**src/rtl/iomem_periph_hub.sv**
```systemverilog
// iomem_periph_hub: picosoc iomem interconnect fanning one master port out to
// NUM_SLAVES equal-size address windows, with a per-access timeout.
// Unmapped and timed-out accesses complete with ERR_DATA.
// Ports:
//   clk_i, reset_i         clock and synchronous active-high reset
//   m_*                    iomem master side (valid/ready/wstrb/addr/wdata/rdata)
//   s_valid_o              one-hot request to the selected slave
//   s_wstrb_o/s_addr_o/s_wdata_o  registered request payload, shared by all slaves
//   s_ready_i/s_rdata_i    per-slave completion and read data (slave k at [32k+:32])
//   err_clear_i            clears err_count_o and timeout_flag_o
//   err_count_o            saturating count of miss and timeout events
//   timeout_flag_o         sticky timeout indicator
module iomem_periph_hub #(
    parameter int unsigned NUM_SLAVES = 4,
    parameter logic [31:0] BASE_ADDR  = 32'h0300_0000,
    parameter int unsigned WIN_BITS   = 12,
    parameter int unsigned TIMEOUT    = 255,
    parameter logic [31:0] ERR_DATA   = 32'hDEAD_BEEF
) (
    input  logic                       clk_i,
    input  logic                       reset_i,
    input  logic                       m_valid_i,
    output logic                       m_ready_o,
    input  logic [3:0]                 m_wstrb_i,
    input  logic [31:0]                m_addr_i,
    input  logic [31:0]                m_wdata_i,
    output logic [31:0]                m_rdata_o,
    output logic [NUM_SLAVES-1:0]      s_valid_o,
    output logic [3:0]                 s_wstrb_o,
    output logic [WIN_BITS-1:0]        s_addr_o,
    output logic [31:0]                s_wdata_o,
    input  logic [NUM_SLAVES-1:0]      s_ready_i,
    input  logic [32*NUM_SLAVES-1:0]   s_rdata_i,
    input  logic                       err_clear_i,
    output logic [7:0]                 err_count_o,
    output logic                       timeout_flag_o
);

    localparam int unsigned IDX_BITS = (NUM_SLAVES > 1) ? $clog2(NUM_SLAVES) : 1;
    localparam int unsigned HI_LSB   = WIN_BITS + IDX_BITS;
    localparam int unsigned TMR_W    = 16;

    typedef enum logic [1:0] {
        ST_IDLE,
        ST_ACCESS,
        ST_RESP
    } state_e;

    state_e                 state_q, state_d;
    logic [IDX_BITS-1:0]    idx_q, idx_d;
    logic [NUM_SLAVES-1:0]  s_valid_q, s_valid_d;
    logic [3:0]             s_wstrb_q, s_wstrb_d;
    logic [WIN_BITS-1:0]    s_addr_q, s_addr_d;
    logic [31:0]            s_wdata_q, s_wdata_d;
    logic                   m_ready_q, m_ready_d;
    logic [31:0]            m_rdata_q, m_rdata_d;
    logic [TMR_W-1:0]       timer_q, timer_d;
    logic [7:0]             err_count_q, err_count_d;
    logic                   timeout_flag_q, timeout_flag_d;

    logic [IDX_BITS-1:0]    dec_idx;
    logic                   dec_hit;
    logic                   sel_ready;
    logic [31:0]            sel_rdata;
    logic                   err_event;
    logic                   tmo_event;

    // Window decode: upper bits must match the base, index must name a real slave
    assign dec_idx = m_addr_i[WIN_BITS +: IDX_BITS];
    assign dec_hit = (m_addr_i[31:HI_LSB] == BASE_ADDR[31:HI_LSB]) &&
                     ({1'b0, dec_idx} < (IDX_BITS + 1)'(NUM_SLAVES));

    // Mux the latched slave's ready/rdata; other slaves' ready is ignored
    always_comb begin
        sel_ready = 1'b0;
        sel_rdata = '0;
        for (int unsigned k = 0; k < NUM_SLAVES; k++) begin
            if (idx_q == IDX_BITS'(k)) begin
                sel_ready = s_ready_i[k];
                sel_rdata = s_rdata_i[32*k +: 32];
            end
        end
    end

    // Next-state and output logic
    always_comb begin
        state_d        = state_q;
        idx_d          = idx_q;
        s_valid_d      = s_valid_q;
        s_wstrb_d      = s_wstrb_q;
        s_addr_d       = s_addr_q;
        s_wdata_d      = s_wdata_q;
        m_ready_d      = 1'b0;
        m_rdata_d      = m_rdata_q;
        timer_d        = timer_q;
        err_event      = 1'b0;
        tmo_event      = 1'b0;

        case (state_q)
            ST_IDLE: begin
                if (m_valid_i && !m_ready_q) begin
                    if (dec_hit) begin
                        idx_d     = dec_idx;
                        s_addr_d  = m_addr_i[WIN_BITS-1:0];
                        s_wstrb_d = m_wstrb_i;
                        s_wdata_d = m_wdata_i;
                        s_valid_d = NUM_SLAVES'(1) << dec_idx;
                        timer_d   = '0;
                        state_d   = ST_ACCESS;
                    end else begin
                        m_rdata_d = ERR_DATA;
                        m_ready_d = 1'b1;
                        err_event = 1'b1;
                        state_d   = ST_RESP;
                    end
                end
            end
            ST_ACCESS: begin
                // Slave completion takes priority over a timeout in the same cycle
                if (sel_ready) begin
                    m_rdata_d = sel_rdata;
                    s_valid_d = '0;
                    m_ready_d = 1'b1;
                    state_d   = ST_RESP;
                end else if (timer_q == TMR_W'(TIMEOUT - 1)) begin
                    m_rdata_d = ERR_DATA;
                    s_valid_d = '0;
                    m_ready_d = 1'b1;
                    err_event = 1'b1;
                    tmo_event = 1'b1;
                    state_d   = ST_RESP;
                end else begin
                    timer_d = timer_q + TMR_W'(1);
                end
            end
            ST_RESP: begin
                state_d = ST_IDLE;
            end
            default: begin
                state_d = ST_IDLE;
            end
        endcase

        // Error bookkeeping; a clear in the same cycle as an error wins
        if (err_clear_i) begin
            err_count_d    = '0;
            timeout_flag_d = 1'b0;
        end else begin
            err_count_d    = (err_event && (err_count_q != 8'hFF)) ? err_count_q + 8'd1 : err_count_q;
            timeout_flag_d = timeout_flag_q | tmo_event;
        end
    end

    // State register
    always_ff @(posedge clk_i) begin
        if (reset_i) begin
            state_q        <= ST_IDLE;
            idx_q          <= '0;
            s_valid_q      <= '0;
            s_wstrb_q      <= '0;
            s_addr_q       <= '0;
            s_wdata_q      <= '0;
            m_ready_q      <= 1'b0;
            m_rdata_q      <= '0;
            timer_q        <= '0;
            err_count_q    <= '0;
            timeout_flag_q <= 1'b0;
        end else begin
            state_q        <= state_d;
            idx_q          <= idx_d;
            s_valid_q      <= s_valid_d;
            s_wstrb_q      <= s_wstrb_d;
            s_addr_q       <= s_addr_d;
            s_wdata_q      <= s_wdata_d;
            m_ready_q      <= m_ready_d;
            m_rdata_q      <= m_rdata_d;
            timer_q        <= timer_d;
            err_count_q    <= err_count_d;
            timeout_flag_q <= timeout_flag_d;
        end
    end

    assign m_ready_o      = m_ready_q;
    assign m_rdata_o      = m_rdata_q;
    assign s_valid_o      = s_valid_q;
    assign s_wstrb_o      = s_wstrb_q;
    assign s_addr_o       = s_addr_q;
    assign s_wdata_o      = s_wdata_q;
    assign err_count_o    = err_count_q;
    assign timeout_flag_o = timeout_flag_q;

endmodule

```
**config.mk**
```make
export PLATFORM = sky130hd
export DESIGN_NAME = iomem_periph_hub
export DESIGN_NICKNAME = d
export VERILOG_FILES = /design/src/rtl/iomem_periph_hub.sv
export SDC_FILE = /design/constraint.sdc
export NUM_CORES = 1
export LEC_CHECK = 0
export BUFFER_PORTS_ARGS = -buffer_cell sky130_fd_sc_hd__buf_2
export CAP_MARGIN = 20
export CORE_MARGIN = 5
export CORE_UTILIZATION = 39
export DETAILED_ROUTE_END_ITERATION = 10
export GPL_ROUTABILITY_DRIVEN = 0
export GPL_TIMING_DRIVEN = 0
export HOLD_SLACK_MARGIN = 0.12
export PLACE_DENSITY = 0.82
export REMOVE_ABC_BUFFERS = 1
export SLEW_MARGIN = 10
export SYNTH_ARGS = -nofsm -noshare
export SYNTH_HDL_FRONTEND = slang
export SYNTH_SLANG_ARGS = --single-unit
```
**constraint.sdc**
```tcl
create_clock -name clk_i -period 2.4 [get_ports clk_i]
set_input_delay 0.36 -clock clk_i [delete_from_list [all_inputs] [get_ports clk_i]]
set_output_delay 0.36 -clock clk_i [all_outputs]
set_load 0.05 [all_outputs]
```
==> results of run 1 <==
routing by layer:
| layer | track usage, % | vias up | part of all wire [%] |
|---|---|---|---|
| met2 | 37.6 | 242 | 52 |
| met4 | 8.83 | 0 | 2.7 |
| met5 | 0 | - | 0 |
| met1 | 24.5 | 2629 | 38 |
| met3 | 6.93 | 33 | 7.7 |
| li1 | - | 2653 | - |
report_power, final:
part	internal (mW)	switching (mW)	leakage [nW]
registers	1.93	0.0269	0.928
logic	0.259	0.309	2.24
clock network	1.57	0.921	0.284
total	3.76	1.26	3.45
final timing paths:
path	from	endpoint	cells after the start	slack (ns)
max	timer_q[15]$_SDFFE_PP0P_	m_rdata_o[13]$_SDFFE_PP0P_	7	-0.03
min	m_wdata_i[6]	s_wdata_o[6]$_SDFFE_PP0P_	3	0.20
min reg2reg	s_wdata_o[20]$_SDFFE_PP0P_	s_wdata_o[20]$_SDFFE_PP0P_	2	0.44
max reg2reg	timer_q[15]$_SDFFE_PP0P_	m_rdata_o[13]$_SDFFE_PP0P_	7	-0.03
critical path, cell delays in order (launching register included):
cell	delay (ns)
dfxtp_2	0.32
or4_4	0.54
or4_4	0.52
and2_4	0.21
a2111oi_4	0.23
buf_6	0.21
clkbuf_16	0.16
o221a_1	0.18
synth_stat cells (all sizes together) (6+ instances only):
cell type / instances
nor3: 12
nor2: 8
o221a: 24
nand2b: 12
mux2i: 15
buf: 6
a21oi: 59
nand2: 144
nand3: 9
clkbuf: 42
and3: 6
dfxtp: 114
o22ai: 8
nand4: 10
mux4: 33
or3: 7
kinds of logic (layout without fill, tap and decap cells):
kind of cell / Yosys count / after routing / share of synthesized area [%]
compound gates: 121 / 121 / 16.3
simple gates: 225 / 225 / 19.2
xor+xnor: 3 / 3 / 0.491
other cells: 0 / 2 / 0
flops: 114 / 114 / 42.7
buf+inv: 52 / 354 / 4.00
fa+ha+maj: 3 / 3 / 0.702
mux: 48 / 48 / 16.7
sequential cells by signal, summed over array words and instances (netlist names), 2 cells and up:
signal	count
idx_q	2
err_count_o	8
s_wdata_o	32
s_wstrb_o	4
timer_q	16
s_addr_o	12
state_q	2
s_valid_o	4
m_rdata_o	32
layout make-up:
class                      count  area, um2
antenna                        2       5.00
timing repair buffer         318       1760
inverter                       4       15.0
clock inverter                14        154
clock buffer                  18        439
fill                        1116       5520
sequential                   114       2290
multi-input combinational    400       2950
tap                          176        220
timing repair:
| action | 4_1_cts | 5_1_grt |
|---|---|---|
| pin swaps | 3 | 5 |
| buffers inserted | 7 | 1 |
| cloned | 0 | 2 |
| gates resized for setup | 11 | 16 |
| setup endpoints to repair | 98 | 59 |
metrics by stage:
stage                     worst slack, ns  area, um2
final                             -0.0327       7830
after global routing               -0.106       7830
after global placement              -4.36       6860
after CTS                        -0.00372       7670
after detailed placement           -0.587       6970
after floorplan                     -2.37       5150
==> impl_metrics.json, run 1 <==
{
  "clockRootBuffer": "clkbuf_16",
  "dpl.hpwl_um": 13600,
  "end_kind": "flop",
  "dr.first_iter.drc_count": 295,
  "timing.fmax_ghz": 0.411,
  "synth-main-ff-cell": "dfxtp_1",
  "antenna_found_initial": 2,
  "crit_required_ns": 2.74,
  "avgSynthCellArea_um2": 9.45,
  "grt_first_pass_wirelength_um": 27900,
  "cts_tree": "built",
  "cts_hold_buf": 0,
  "total_power_mw": 5.01,
  "finalSetupTns_ns": -0.203,
  "dieArea_um2": 16200,
  "viasPerCell": 5.31,
  "io_buffers": 297,
  "clkSinkCount": 114,
  "dr.pass1.iters": 5,
  "dr_total_vias": 5557,
  "fp.dieH_um": 127,
  "layout_commonest_cell": "buf_2",
  "rsz0062_at_grt": "yes",
  "synth_area_um2": 5350,
  "p_per_area_nw_per_um2": 640,
  "syn_inst": 566,
  "critical_path_class": "reg -> reg",
  "ioPinCount": 298,
  "start_util_pct": 40.1,
  "synth-edff-count": 0,
  "grt_pass1_vias": 5475,
  "hold_viol": 0,
  "dp_cells": 1000,
  "skew_ns": 0.0109,
  "power_leakage_nw": 3.45,
  "die_w_um": 127,
  "clock_latency_ns": 0.40,
  "cts_buffer_depth": 2,
  "numCtsBuffers": 17,
  "violations": "negative setup slack",
  "grt_max_degree": 66,
  "ant_nets": 0,
  "max_cap_viol_count": 0,
  "remaining_drc_errors": 0,
  "setup_violations": 9,
  "slew_headroom_pct": 43.3,
  "yosysWarnings": 0,
  "ys_ff_latch": 114,
  "crit_arrival_ns": 2.78,
  "min_path_type": "in -> reg",
  "fin_crit_sh_pct": 101,
  "wire_per_inst_um": 17.5,
  "drt_wl_total_um": 18300,
  "startpoint_type": "flop",
  "fin_crit_ns": 2.43,
  "clk_transition_reported_paths_ns": 0.06,
  "tightestPinTransition_ns": 0.850,
  "postLayoutCoreUtil_pct": 58.7,
  "status": "complete, but fails checks",
  "rows": 42,
  "yosysUniqueCellTypes": 45,
  "ir_worst_vdd_mv": 0.435,
  "final_cell_mix": "buf_2 (297), nand2_1 (144), dfxtp_1 (109), a21oi_1 (59), mux4_2 (33)",
  "async_reset_ff_share_pct": 0,
  "final_cells": 1046,
  "area_delta_synth_final_pct": 46.4,
  "synth_top_area_share_pct": 42.7,
  "htreeDepth": 4,
  "synth_seq_area_share_pct": 42.7,
  "setup_ws_ns": -0.0327,
  "core-area_um2": 13300,
  "yosys-top-cells-area": "dfxtp_1 (43%), mux4_2 (14%), nand2_1 (10%)",
  "cp_max_fo": 8,
  "yosysTopAreaCell": "dfxtp_1",
  "drive_gt1_share_pct": 47.6,
  "track_usage_pct": 21.6,
  "slew_viol_final": 0,
  "finalNetCount": 1062,
  "gr-total-overflow": 0,
  "holdWs_ns": 0.201
}
(Power assumes the default switching activity.)
==> run 2: changes to the inputs <==
Settings changed: ABC_AREA set to 1, GPL_TIMING_DRIVEN 0 to unset, PLACE_DENSITY 0.82 to 0.8.
==> run 2 against run 1 <==
- the run now ends clean
- clock-buffer cell count did not move
- synthesized cell count is 52% higher
- combinational power decreased by 3%
- via count rose by 21%
- global-route usage fell by 0.11 points
- setup slack gained 0.44 ns
- hold slack got worse by 0.0049 ns
- first-iteration DRC count grew 17%
- sequential share of layout area down 0.83 points
- critical path type unchanged
==> impl_metrics.json, run 2 <==
{
  "status": "finished, final reports clean",
  "hold_viol": 0,
  "grt_max_degree": 39,
  "finalSetupTns_ns": 0,
  "synth-edff-count": 0,
  "io_buffers": 297,
  "pre_cts_slack_ns": 0.436,
  "timing.fmax_ghz": 0.501,
  "ant_nets": 0,
  "crit_required_ns": 2.70,
  "antenna_found_initial": 2,
  "setup_ws_ns": 0.404,
  "synth_top_area_share_pct": 39.2,
  "end_kind": "flop",
  "hp-start": "m_wdata_i[1]",
  "track_usage_pct": 21.5,
  "rsz0062_at_grt": "no",
  "yosys-top-cells-area": "dfxtp_1 (39%), nand2_1 (12%), nor2_1 (9.5%)",
  "numCtsBuffers": 17,
  "power_leakage_nw": 3.98,
  "crit_arrival_ns": 2.30,
  "dr.first_iter.drc_count": 346,
  "clk_transition_reported_paths_ns": 0.06,
  "path_delay_family": "simple AND/OR/NAND/NOR gates",
  "ys_ff_latch": 114,
  "placed_area_um2": 7400,
  "viasPerCell": 5.03,
  "area.sequential_um2": 2280,
  "dieArea_um2": 17500,
  "stdcell_area_um2": 8020,
  "avgSynthCellArea_um2": 6.78,
  "syn_inst": 860,
  "start_util_pct": 39.9,
  "finalNetCount": 1349,
  "r2r_start": "idx_q[0]$_SDFFE_PP0P_",
  "slew_headroom_pct": 62.6,
  "yosysMostFrequentCell": "nand2_1",
  "async_reset_ff_share_pct": 0,
  "critPathBufInv": 2,
  "yosysUniqueCellTypes": 35,
  "cts_hold_buf": 0,
  "antenna_cells": 0,
  "slowest_delay_ns": 0.64,
  "hold_depth": 3,
  "rows": 44,
  "cts_buffer_depth": 2,
  "tightestPinTransition_ns": 0.560,
  "dr_total_vias": 6737,
  "cp_max_fo": 32,
  "skew_ns": 0.00576,
  "rr_worst_depth": 8,
  "gr-total-overflow": 0,
  "clockRootBuffer": "clkbuf_16",
  "startpoint_type": "flop",
  "clock_latency_ns": 0.41,
  "fin_crit_sh_pct": 83.2,
  "fin_crit_ns": 2.00,
  "remaining_drc_errors": 0,
  "p_per_area_nw_per_um2": 640,
  "fp.dieH_um": 132,
  "crit_path_cell_trace": "nand3_1 -> nand2_4 -> nand2_4 -> inv_2 -> nand2_1 -> nand2_1 -> o21bai_1 -> inv_1",
  "layout_commonest_cell": "buf_2",
  "synth_area_um2": 5830,
  "drive_gt1_share_pct": 31.9,
  "setup_violations": 0,
  "synth_seq_area_share_pct": 39.2,
  "ctsResizeCount": 0,
  "final_cell_mix": "buf_2 (297), nand2_1 (186), nor2_1 (148), dfxtp_1 (114), o21ai_0 (102)",
  "startpoint": "idx_q[0]$_SDFFE_PP0P_",
  "yosysTopAreaCell": "dfxtp_1",
  "max_cap_viol_count": 0,
  "clkSinkCount": 114,
  "min_to": "s_wdata_o[1]$_SDFFE_PP0P_",
  "critPathSlowestCell": "dfxtp_1",
  "holdWs_ns": 0.196,
  "core-area_um2": 14600,
  "r2r_slack_ns": 0.40,
  "synth-main-ff-cell": "dfxtp_1",
  "drt_wl_total_um": 19500,
  "yosysWarnings": 0,
  "min_path_type": "in -> reg",
  "area_delta_synth_final_pct": 37.7,
  "htreeDepth": 4,
  "ys_top_cells_by_count": "nand2_1 (186), nor2_1 (148), dfxtp_1 (114)",
  "cts_tree": "built",
  "critical_path_class": "reg -> reg",
  "nFillCells": 1411,
  "grt_pass1_vias": 6218,
  "ir_worst_vdd_mv": 0.479,
  "r2r-end": "m_rdata_o[1]$_SDFFE_PP0P_",
  "die_w_um": 132,
  "slew_viol_final": 0,
  "dpl.hpwl_um": 14600,
  "total_power_mw": 5.14,
  "grt_first_pass_wirelength_um": 30900,
  "dr.pass1.iters": 4,
  "ioPinCount": 298,
  "cts_setup_buffers": 0,
  "wire_per_inst_um": 14.5,
  "multi_input_area_um2": 3060
}
## run 2: worst max path at each step
stage | to | depth (start not counted) | slack [ns]
global placement | m_rdata_o[11]$_SDFFE_PP0P_ | 10 | 0.49
CTS | m_rdata_o[1]$_SDFFE_PP0P_ | 8 | 0.40
finish | m_rdata_o[1]$_SDFFE_PP0P_ | 8 | 0.40
floorplan | s_valid_o[3]$_SDFFE_PP0P_ | 7 | 0.14
detailed placement | m_rdata_o[1]$_SDFFE_PP0P_ | 8 | 0.44
global route | m_rdata_o[11]$_SDFFE_PP0P_ | 8 | 0.22
## run 2: worst reg2reg max path, delay by kind of cell (launching register included)
kind	cells	cell delay, ns
and+or+nand+nor	5	0.68
DFF	1	0.64
buffers and inverters	2	0.47
AOI/OAI and AO/OA	1	0.11
## run 2: cells by family (layout without fill, tap and decap cells)
logic type | after synthesis | in the layout | share of synthesized area (%)
compound gates | 183 | 183 | 17.1
simple gates | 435 | 435 | 32.1
buf+inv | 108 | 403 | 8.37
xor+xnor | 17 | 17 | 2.56
flops | 114 | 114 | 39.2
fa+ha+maj | 3 | 3 | 0.644
## run 2: report_power, final
| group | internal (mW) | switching [mW] |
|---|---|---|
| combinational | 0.216 | 0.337 |
| clock | 1.67 | 0.952 |
| sequential | 1.93 | 0.0228 |
| total | 3.82 | 1.31 |
## run 2: metal layers
metal  vias to the layer above  track usage, %  share of wire [%]
li1                       3350               -                  -
met1                      3032            26.6                 41
met2                       320            35.1                 47
met3                        31            7.94                 10
met4                         4            6.05                1.8
met5                         -               0              0.098
## run 2: final cells by class
| cell class | instances | area share [%] |
|---|---|---|
| Sequential cell | 114 | 28.5 |
| Timing Repair Buffer | 309 | 20.0 |
| Tap cell | 184 | 2.87 |
| Clock buffer | 18 | 5.47 |
| Multi-Input combinational cell | 638 | 38.1 |
| Clock inverter | 14 | 2.23 |
| Inverter | 62 | 2.90 |
## run 2: stage by stage
step / instances / utilization, %
finish: 1339 / 55.0
global placement: 1307 / 50.7
detailed placement: 1307 / 50.7
global route: 1339 / 55.0
floorplan: 814 / -
CTS: 1339 / 55.0
==> run 3: changes to the inputs <==
Settings changed: ABC_AREA 1 to 0, PLACE_DENSITY 0.8 to 0.82.
Clock period 2.4 ns to 1.7 ns, I/O delays scaled along.
==> run 3 against run 2 <==
- the run now ends with negative setup slack left
- sequential power rose by 41%
- first-iteration DRC count grew 3.8%
- total power rose by 43%
- clock skew increased by 0.012 ns
- routed wire length grew 34%
- utilization rose by 22 points
- critical path type unchanged
- critical endpoint is now m_rdata_o[6]$_SDFFE_PP0P_
- largest cell class unchanged
==> impl_metrics.json, run 3 (synthesis results as in run 1) <==
{
  "remaining_drc_errors": 0,
  "cp_max_fo": 9,
  "numCtsBuffers": 17,
  "end_kind": "flop",
  "dp_cells": 1058,
  "core-area_um2": 13300,
  "viasPerCell": 5.61,
  "fp.dieH_um": 127,
  "ir_worst_vdd_mv": 0.703,
  "ioPinCount": 298,
  "io_buffers": 297,
  "setup_ws_ns": -0.754,
  "cts_buffer_depth": 2,
  "cts_tree": "built",
  "slew_viol_final": 0,
  "htreeDepth": 4,
  "critical_path_class": "reg -> reg",
  "gr-total-overflow": 0,
  "violations": "negative setup slack",
  "die_w_um": 127,
  "clk_transition_reported_paths_ns": 0.06,
  "clkSinkCount": 114,
  "drive_gt1_share_pct": 64.8,
  "track_usage_pct": 28.5,
  "dr_total_vias": 6691,
  "total_power_mw": 7.34,
  "clockRootBuffer": "clkbuf_16",
  "setup_violations": 113,
  "pre_cts_slack_ns": -0.841,
  "antenna_found_initial": 3,
  "hold_viol": 0,
  "area_delta_synth_final_pct": 91.1,
  "fin_crit_ns": 2.45,
  "rsz0062_at_grt": "yes",
  "dpl.hpwl_um": 13900,
  "crit_arrival_ns": 2.80,
  "slew_headroom_pct": 56.8,
  "tightestPinTransition_ns": 0.648,
  "dr.first_iter.drc_count": 359,
  "grt_first_pass_wirelength_um": 36300,
  "crit_required_ns": 2.04,
  "drt_wl_total_um": 26000,
  "power_leakage_nw": 4.63,
  "startpoint_type": "flop",
  "clock_latency_ns": 0.41,
  "status": "complete, but fails checks",
  "rows": 42,
  "dieArea_um2": 16200,
  "p_per_area_nw_per_um2": 717,
  "grt_max_degree": 43,
  "final_cell_mix": "buf_2 (298), dfxtp_1 (109), nand2_4 (66), buf_4 (66), nand2_1 (55)",
  "grt_pass1_vias": 6875,
  "min_path_type": "in -> reg",
  "wire_per_inst_um": 21.8,
  "start_util_pct": 40.1,
  "fin_crit_sh_pct": 144,
  "dr.pass1.iters": 5,
  "ant_nets": 0,
  "skew_ns": 0.0174,
  "nFillCells": 790,
  "finalNetCount": 1207,
  "max_cap_viol_count": 0,
  "final_cells": 1193,
  "layout_commonest_cell": "buf_2",
  "timing.fmax_ghz": 0.407
}
[run 3: area by class of cell]
class / instances / area (um2) / share of cell area (%)
Multi-Input combinational cell: 401 / 3760 / 36.8
Inverter: 4 / 15.0 / 0.147
Clock inverter: 15 / 158 / 1.54
Antenna cell: 4 / 10.0 / 0.0979
Sequential cell: 114 / 2290 / 22.4
Clock buffer: 17 / 425 / 4.16
Tap cell: 176 / 220 / 2.15
Timing Repair Buffer: 462 / 3340 / 32.7
[run 3: through the flow]
step | util (%) | setup TNS [ns] | instance area (um2) | hold WS, ns
2_1_floorplan | - | -266.38 | 5150 | 0.324
3_3_place_gp | 55.8 | -50.73 | 7440 | 0.435
3_5_place_dp | 55.8 | -54.09 | 7440 | 0.442
4_1_cts | 73.7 | -44.57 | 9830 | 0.170
5_1_grt | 76.6 | -51.77 | 10200 | 0.182
6_report | 76.6 | -46.81 | 10200 | 0.182
[run 3: final timing paths]
check | depth (start not counted) | endpoint | start | slack [ns]
hold reg to reg | 2 | s_addr_o[1]$_SDFFE_PP0P_ | s_addr_o[1]$_SDFFE_PP0P_ | 0.47
hold / removal | 3 | err_count_o[6]$_SDFFE_PP0P_ | err_clear_i | 0.18
setup / recovery | 7 | m_rdata_o[6]$_SDFFE_PP0P_ | timer_q[15]$_SDFFE_PP0P_ | -0.75
setup reg to reg | 7 | m_rdata_o[6]$_SDFFE_PP0P_ | timer_q[15]$_SDFFE_PP0P_ | -0.75
[run 3: timing repair]
action	4_1_cts	5_1_grt
hold endpoints to repair	50	0
hold buffers	50	0
cloned	17	2
pin swaps	96	67
endpoints found under the setup margin	113	113
resized for setup	188	112
setup buffers	26	14
[run 3: routing by layer]
| metal | track usage [%] | vias to the layer above | wire length, um |
|---|---|---|---|
| met5 | 0 | - | 0 |
| met4 | 15.0 | 0 | 1380 |
| met3 | 6.47 | 104 | 2010 |
| met2 | 50.9 | 422 | 13500 |
| met1 | 31.5 | 3207 | 9150 |
| li1 | - | 2958 | - |
[run 3: where the power goes]
group / switching [mW] / total [mW] / internal, mW / leakage [nW]
clock network: 1.41 / 3.58 / 2.17 / 0.276
logic: 0.526 / 0.998 / 0.472 / 3.43
registers: 0.0307 / 2.76 / 2.73 / 0.927
total: 1.96 / 7.34 / 5.37 / 4.63
[run 3: worst max-delay path: stages, from the launching register on]
cell	delay (ns)
dfxtp_2	0.32
or4_4	0.53
or4_4	0.50
and2_4	0.19
a2111oi_4	0.29
buf_4	0.23
buf_16	0.14
o221a_1	0.19
